$ cat config.mk
export PLATFORM = sky130hd
export DESIGN_NAME = jk_game_seq
export DESIGN_NICKNAME = d
export VERILOG_FILES = /design/src/rtl/jk_game_seq.sv
export SDC_FILE = /design/constraint.sdc
export NUM_CORES = 1
export LEC_CHECK = 0
export ABC_CLOCK_PERIOD_IN_PS = 1900
export BUFFER_PORTS_ARGS = -buffer_cell sky130_fd_sc_hd__buf_4
export CORE_ASPECT_RATIO = 0.7
export CORE_MARGIN = 5
export CORE_UTILIZATION = 50
export CTS_BUF_LIST = sky130_fd_sc_hd__clkbuf_8
export DETAILED_ROUTE_END_ITERATION = 8
export PLACE_DENSITY = 0.75
export SKIP_LAST_GASP = 1
export SYNTH_ARGS = -nofsm -noshare
export SYNTH_HDL_FRONTEND = slang
export SYNTH_SLANG_ARGS = --single-unit
$ cat constraint.sdc
create_clock -name clk -period 1.9 [get_ports clk]
set_input_delay 0.19 -clock clk [delete_from_list [all_inputs] [get_ports clk]]
set_output_delay 0.19 -clock clk [all_outputs]
set_load 0.1 [all_outputs]
$ cat src/rtl/jk_game_seq.sv
// Game-flow sequencer: title, play, level fade, win; frame-aligned on vsync rise.
// Optional pause overlay when JK_GAME_SEQ_PAUSE_EN is defined.
module jk_game_seq #(
    parameter int FRAMES_PER_SEC = 60,
    parameter int FADE_FRAMES    = 15,
    parameter int WIN_LEVEL      = 3,
    parameter int TIME_MAX       = 5999
) (
    input  logic        clk,
    input  logic        rst_n,
    input  logic        vsync,
    input  logic        key_space,
    input  logic        key_esc,
    input  logic [1:0]  level,
    output logic        ctl_hold,
    output logic        ctl_freeze,
    output logic [1:0]  screen,
    output logic [3:0]  fade_level,
    output logic [12:0] play_secs
);

    typedef enum logic [2:0] {
        S_TITLE = 3'd0,
        S_PLAY  = 3'd1,
        S_FADE  = 3'd2,
        S_WIN   = 3'd3,
        S_PAUSE = 3'd4
    } state_t;

    localparam logic [5:0]  FRAME_LAST = 6'(FRAMES_PER_SEC - 1);
    localparam logic [3:0]  FADE_LOAD  = 4'(FADE_FRAMES);
    localparam logic [1:0]  WIN_LVL    = 2'(WIN_LEVEL);
    localparam logic [12:0] SECS_MAX   = 13'(TIME_MAX);

    state_t      state_q, state_d;
    logic        pending_q, pending_d;
    logic [5:0]  frame_cnt_q, frame_cnt_d;
    logic [3:0]  fade_cnt_q, fade_cnt_d;
    logic [1:0]  level_q, level_d;
    logic [12:0] play_secs_q, play_secs_d;
    logic        key_space_q, key_space_d;
    logic        vsync_q, vsync_d;
    logic        hold_q, hold_d;
    logic        freeze_q, freeze_d;
    logic [1:0]  screen_q, screen_d;
    logic [3:0]  fade_lvl_q, fade_lvl_d;

    logic press_space;
    logic frame_start;
    logic timer_run;

`ifdef JK_GAME_SEQ_PAUSE_EN
    logic key_esc_q, key_esc_d;
    logic press_esc;

    assign key_esc_d = key_esc;
    assign press_esc = key_esc & ~key_esc_q;

    always_ff @(posedge clk) begin
        if (!rst_n) begin
            key_esc_q <= 1'b0;
        end else begin
            key_esc_q <= key_esc_d;
        end
    end
`else
    logic unused_esc;
    assign unused_esc = key_esc;
`endif

    assign key_space_d = key_space;
    assign vsync_d     = vsync;
    assign press_space = key_space & ~key_space_q;
    assign frame_start = vsync & ~vsync_q;
    assign timer_run   = frame_start &
                         ((state_q == S_PLAY) || (state_q == S_FADE));

    always_comb begin
        state_d     = state_q;
        pending_d   = pending_q;
        frame_cnt_d = frame_cnt_q;
        fade_cnt_d  = fade_cnt_q;
        level_d     = level_q;
        play_secs_d = play_secs_q;
        hold_d      = 1'b1;
        freeze_d    = 1'b0;
        screen_d    = 2'd0;
        fade_lvl_d  = 4'd0;

        if (timer_run) begin
            if (frame_cnt_q == FRAME_LAST) begin
                frame_cnt_d = 6'd0;
                if (play_secs_q < SECS_MAX) begin
                    play_secs_d = play_secs_q + 13'd1;
                end
            end else begin
                frame_cnt_d = frame_cnt_q + 6'd1;
            end
        end

        unique case (state_q)
            S_TITLE: begin
                if (frame_start && (pending_q || press_space)) begin
                    pending_d   = 1'b0;
                    play_secs_d = 13'd0;
                    frame_cnt_d = 6'd0;
                    level_d     = level;
                    state_d     = S_PLAY;
                end else if (press_space) begin
                    pending_d = 1'b1;
                end
            end
            S_PLAY: begin
                hold_d   = 1'b0;
                screen_d = 2'd1;
                if (level == WIN_LVL) begin
                    state_d = S_WIN;
                end else if (level != level_q) begin
                    level_d    = level;
                    fade_cnt_d = FADE_LOAD;
                    state_d    = S_FADE;
                end
`ifdef JK_GAME_SEQ_PAUSE_EN
                else if (press_esc) begin
                    pending_d = 1'b0;
                    state_d   = S_PAUSE;
                end
`endif
            end
            S_FADE: begin
                hold_d     = 1'b0;
                freeze_d   = 1'b1;
                screen_d   = 2'd2;
                fade_lvl_d = fade_cnt_q;
                if (level == WIN_LVL) begin
                    state_d = S_WIN;
                end else if (level != level_q) begin
                    level_d    = level;
                    fade_cnt_d = FADE_LOAD;
                end else if (frame_start) begin
                    // Leaving on the frame that reaches zero keeps the fade FADE_FRAMES long
                    if (fade_cnt_q <= 4'd1) begin
                        fade_cnt_d = 4'd0;
                        state_d    = S_PLAY;
                    end else begin
                        fade_cnt_d = fade_cnt_q - 4'd1;
                    end
                end
            end
            S_WIN: begin
                screen_d = 2'd3;
                if (frame_start && (pending_q || press_space)) begin
                    pending_d = 1'b0;
                    state_d   = S_TITLE;
                end else if (press_space) begin
                    pending_d = 1'b1;
                end
            end
`ifdef JK_GAME_SEQ_PAUSE_EN
            S_PAUSE: begin
                hold_d     = 1'b0;
                freeze_d   = 1'b1;
                screen_d   = 2'd3;
                fade_lvl_d = 4'd8;
                if (frame_start && (pending_q || press_esc)) begin
                    pending_d = 1'b0;
                    state_d   = S_PLAY;
                end else if (press_esc) begin
                    pending_d = 1'b1;
                end
            end
`endif
            default: begin
                pending_d = 1'b0;
                state_d   = S_TITLE;
            end
        endcase
    end

    always_ff @(posedge clk) begin
        if (!rst_n) begin
            state_q     <= S_TITLE;
            pending_q   <= 1'b0;
            frame_cnt_q <= 6'd0;
            fade_cnt_q  <= 4'd0;
            level_q     <= 2'd0;
            play_secs_q <= 13'd0;
            key_space_q <= 1'b0;
            vsync_q     <= 1'b0;
            hold_q      <= 1'b1;
            freeze_q    <= 1'b0;
            screen_q    <= 2'd0;
            fade_lvl_q  <= 4'd0;
        end else begin
            state_q     <= state_d;
            pending_q   <= pending_d;
            frame_cnt_q <= frame_cnt_d;
            fade_cnt_q  <= fade_cnt_d;
            level_q     <= level_d;
            play_secs_q <= play_secs_d;
            key_space_q <= key_space_d;
            vsync_q     <= vsync_d;
            hold_q      <= hold_d;
            freeze_q    <= freeze_d;
            screen_q    <= screen_d;
            fade_lvl_q  <= fade_lvl_d;
        end
    end

    assign ctl_hold   = hold_q;
    assign ctl_freeze = freeze_q;
    assign screen     = screen_q;
    assign fade_level = fade_lvl_q;
    assign play_secs  = play_secs_q;

endmodule
Yosys cells after proc, flatten, opt, wreduce, memory -nomap -nowiden. Index checks and enable logic that the tools add are counted. Widths: inputs -> output; s select.

Muxes and demuxes: 35. Order comparisons: 2. Reduce and logical (&&, ||, !) cells: 13. Add/sub/neg operators: 3. Bitwise logic cells: 6. Equality and inequality tests: 19.

Operators by type and width (count): $mux 13 (5); $mux 3 (8); $mux 4 (6); $mux 6 (4); $add 13x1->13 const B (1); $lt 13x13->1 const B (1); $pmux 3 s4 (1); $ne 2x2->1 const B (5); $ne 3x1->1 const B (3); $pmux 4 s2 (1); $add 6x1->6 const B (1); $eq 3x2->1 const B (2); $eq 6x6->1 const B (1); $mux 2 (3); $ne 3x2->1 const B (2); $pmux 2 s3 (1); $reduce_and 6->1 (1); $reduce_and 5->1 (1); $le 4x1->1 const B (1); $mux 1 (4); $ne 2x1->1 const B (2); $pmux 2 s2 (1); $reduce_and 2->1 (2); $reduce_and 4->1 (1); other kinds (13) (20).

Register bits: 39. Input bits: 7. Output and inout port bits: 21. Logic and storage cells: 90.

Logic depth before layout (Yosys ltp).
Word-level depth: 6. Mapped depth: 8. Mapped depth without buffers: 7.

Worst setup path after synthesis. No wires, ideal clock.

Kind: register to register. From: register play_secs_q[0] (netlist: play_secs[0]). To: register play_secs_q[10] (netlist: play_secs[10]). Setup time: 70 ps. Clock period less this slack: 2506 ps. Cell stages (with the launch flop): 6. Data required time: 1830 ps. Arrival time: 2436 ps. Buffers on the path: 0. Slack: -606 ps. Cells stage by stage: dfxtp_1 -> ha_1 -> clkinv_1 -> or3_4 -> or4_1 -> a21oi_1.

Cells in the longest elaborated chain, start to end: 6. Elaborated cells between the ends (all ways): 7. Those cells by class: 1 x add/sub; 1 x order compare; 5 x mux.

RTL lines: start: declaration (RTL line 40) `logic [12:0] play_secs_q, play_secs_d;`; start signal: assignment (RTL line 200) `play_secs_q <= play_secs_d;`; $add 13x1->13 / $lt 13x13->1 (equally long branches) (RTL line 94, 93); $mux 13 * (RTL line 93) `if (play_secs_q < SECS_MAX) begin`; $mux 13 * (RTL line 91) `if (frame_cnt_q == FRAME_LAST) begin`; $mux 13 * (RTL line 90) `if (timer_run) begin`; $mux 13 (RTL line 103) `if (frame_start && (pending_q || press_space)) begin`; $mux 13 * (RTL line 101) `unique case (state_q)`.

Mark *: on every way between the ends. The rest lies on a longest branch, timed or not. A chain may end at the register's enable or synchronous reset.

Final worst setup path.
From: register state_q[0]. To: register play_secs_q[6] (netlist: play_secs[6]).

Cells in the longest elaborated chain, start to end: 6. Elaborated cells between the ends (all ways): 8. Those cells by class: 2 x eq/ne; 3 x mux; 1 x bitwise; 2 x reduce/logical.

RTL lines: start: declaration (RTL line 35) `state_t state_q, state_d;`; start signal: assignment (RTL line 195) `state_q <= state_d;`; $eq 3x1->1 / $eq 3x2->1 (equally long branches) (RTL line 76) `((state_q == S_PLAY) || (state_q == S_FADE));`; $logic_or 1x1->1 (RTL line 76); $and 1x1->1 (RTL line 75) `assign timer_run = frame_start &`; $mux 13 (RTL line 90); $mux 13 (RTL line 103); $mux 13 * (RTL line 101).

Marks and branches as above.

==> qor.yml <==
place:
  io_buffer_count: 26
  gp_congestion: 0.8831
  dp_cells: 300
  dpl.hpwl_um: 3004
route:
  drt_wl_total_um: 4395
  ant_nets: 0
  drt_iter0_drc: 129
  drtPass1Iterations: 4
  routedWlPerCell_um: 14.04
  vias: 1709
  drc: 0
  via_per_inst: 5.460
worst_setup_path:
  slowest_delay_ns: 0.39
  worstPathRequired_ns: 2.14
  worstPathCellList: "inv_1, ha_4, nand4b_2, nor2_4, nand3_4, buf_4, or4_1, nand2_1"
  start_kind: "flip-flop"
  critPathKind: "flip-flop to flip-flop"
  critPathArrivalTime_ns: 2.04
  cp-end-kind: "flip-flop"
  worst-path-max-fanout: 5
  critPathSlowestCell: "or4_1"
floorplan:
  die_h_um: 62.16
  start_util: 0.5077
  die-area_um2: 5253
  coreArea_um2: 3827
  ioPinCount: 28
  die_w_um: 84.51
  rows: 19
power_and_ir_drop:
  power_leakage_nw: 1.018
  power_density_nw_per_um2: 1077
  ir_drop_mv: 0.5834
global_routing:
  grtUsageTotal: 0.1677
  grt_pass1_vias: 1483
  grt-ovfl-total: 0
  grt_max_degree: 22
  grt_pass1_wl_um: 7182
  antenna_found_initial: 0
clocking:
  postCtsHoldBufs: 0
  cts-root-buf: "clkbuf_8"
  clockBufferDepth: 2
  numClockSinks: 38
  cts_tree: "done"
  h-tree-depth: 2
  clkTransAtPathRegs_ns: 0.08
  cts_buffers: 5
  clkLatencyLatePin_ns: 0.29
sta:
  rsz0062_at_grt: "yes"
  worst_pin_slew_ns: 0.4330
  finalHoldViolations: 0
  slew_violations: 0
  timing.final.crit_share: 0.9470
  setup_viol: 0
  relSlewSlack: 0.7094
  max_freq_ghz: 0.5558
  setup_tns_ns: 0
  period_minus_slack_ns: 1.799
  fin_skew_ns: 0.005342
logic_synthesis:
  synth_top_area_frac: 0.3915
  yosys_warnings: 0
  synthAdderAreaFrac: 0.06439
  synth-main-ff-cell: "dfxtp_1"
  synth-seq-cells: 38
  synth_compound_area_frac: 0.1449
  synthTopCellsByArea: "dfxtp_1, ha_1, xor2_1"
  seq_area_frac_synth: 0.3915
  yosysTopAreaCell: "dfxtp_1"
  netlist_area_um2: 1943
  ys_types: 51
  yosys-mux-area-fraction: 0.01545
  synthCells: 214
  synthSimpleGateAreaFrac: 0.3123
  synth_top_family_by_area: "simple AND/OR/NAND/NOR gates"
  synth.net_count: 231
  async_flop_share: 0
  synth-xor-area-share: 0.04507
  synth-edff-count: 0
  avgSynthCellArea_um2: 9.080
final_layout:
  diodes: 0
  post-route-util: 0.6440
  fin_cells: 313
  area_growth_pct: 26.85
  fin_nets: 277
  drive_above_1_share: 0.3218
  fillCellCount: 335
hold_path:
  hp-class: "input pin to flip-flop"
job:
  cap_violations: 0
outcome:
  outcome: "finished, final reports clean"
power breakdown:
group,internal [mW],total (mW),leakage (nW),switching (mW)
Sequential,0.894,0.988,0.316,0.0936
Combinational,0.472,1.09,0.655,0.614
Clock,0.291,0.582,0.0472,0.290
repair_timing:
| item | CTS | global route |
|---|---|---|
| resized for setup | 0 | 6 |
| setup buffers | 0 | 4 |
| endpoints found under the setup margin | 0 | 8 |
| endpoints found under the hold margin | 0 | 0 |
cell usage in the layout, fill, tap and decap left out, types with 7 or more instances in the layout:
cell,synthesis,routed
nand3_1,9,9
nand2_1,18,18
dfxtp_2,0,12
o21ai_0,7,7
ha_1,10,8
nor2_1,17,17
or4_1,7,7
nand4_1,7,7
xor2_1,8,8
dfxtp_1,38,24
buf_4,0,43
and3_1,7,7
a21oi_1,7,7
Yosys cell counts, types with 4 or more instances:
cell type  number
a21oi_1         7
and2_1          4
and3_1          7
dfxtp_1        38
ha_1           10
inv_1           5
nand2_1        18
nand2b_1        4
nand3_1         9
nand4_1         7
nor2_1         17
nor2b_1         4
nor3_1          4
nor4_1          4
o211ai_1        6
o21ai_0         7
or4_1           7
xor2_1          8
metrics by stage:
step           cell area (um2)  hold slack, ns  total power [mW]  setup slack, ns
2_1_floorplan             1977          0.3117             1.715         -0.05399
3_3_place_gp              2306          0.4047             1.986          0.07481
3_5_place_dp              2306          0.4103             2.004          0.04585
4_1_cts                   2401          0.1059             2.600          0.01941
5_1_grt                   2465          0.1159             2.826         -0.01028
6_report                  2465          0.1101             2.655           0.1007
path summary, 6_finish.rpt:
path / start / endpoint / slack [ns] / depth (start not counted)
max: state_q[0] / play_secs[6] / 0.10 / 8
min: key_space / key_space_q / 0.11 / 2
max reg2reg: state_q[0] / play_secs[6] / 0.10 / 8
min reg2reg: frame_cnt_q[1] / frame_cnt_q[1] / 0.48 / 2
area by class of cell:
type | instances | area (um2) | area share
timing repair buffer | 43 | 322.8 | 0.1310
tap | 52 | 65.06 | 0.02640
clock inverter | 2 | 12.51 | 0.005076
multi-input combinational | 166 | 1176 | 0.4772
clock buffer | 6 | 82.58 | 0.03350
sequential | 38 | 783.3 | 0.3178
inverter | 6 | 22.52 | 0.009137
registers in the layout, indices dropped and copies added, names as in the netlist:
register / count
level_q: 2
screen: 2
key_space_q: 1
ctl_hold: 1
ctl_freeze: 1
vsync_q: 1
play_secs: 13
fade_level: 4
pending_q: 1
fade_cnt_q: 4
state_q: 2
frame_cnt_q: 6
kinds of logic (layout without fill, tap and decap cells):
logic type                 Yosys count  count (layout)
adders and majority gates           10              10
muxes                                3               3
AOI/OAI and AO/OA                   39              39
xor gates and xnor gates            10              10
and+or+nand+nor                    103             104
DFF                                 38              38
buffers and inverters               11              57
critical path: cells and delay by family (launching register included):
family,cells,cell delay [ns]
flip-flops,1,0.33
buffers and inverters,2,0.24
AND/OR/NAND/NOR,5,0.89
adder cells (fa/ha/maj),1,0.28
metal layers:
layer  vias to the layer above  track usage  wire length, um
li1                        883            -                -
met1                       775       0.2581             2245
met2                        47       0.2168             1762
met3                         4      0.04756              336
met4                         0      0.05929               49
met5                         -            0                0
(Power assumes the default switching activity.)
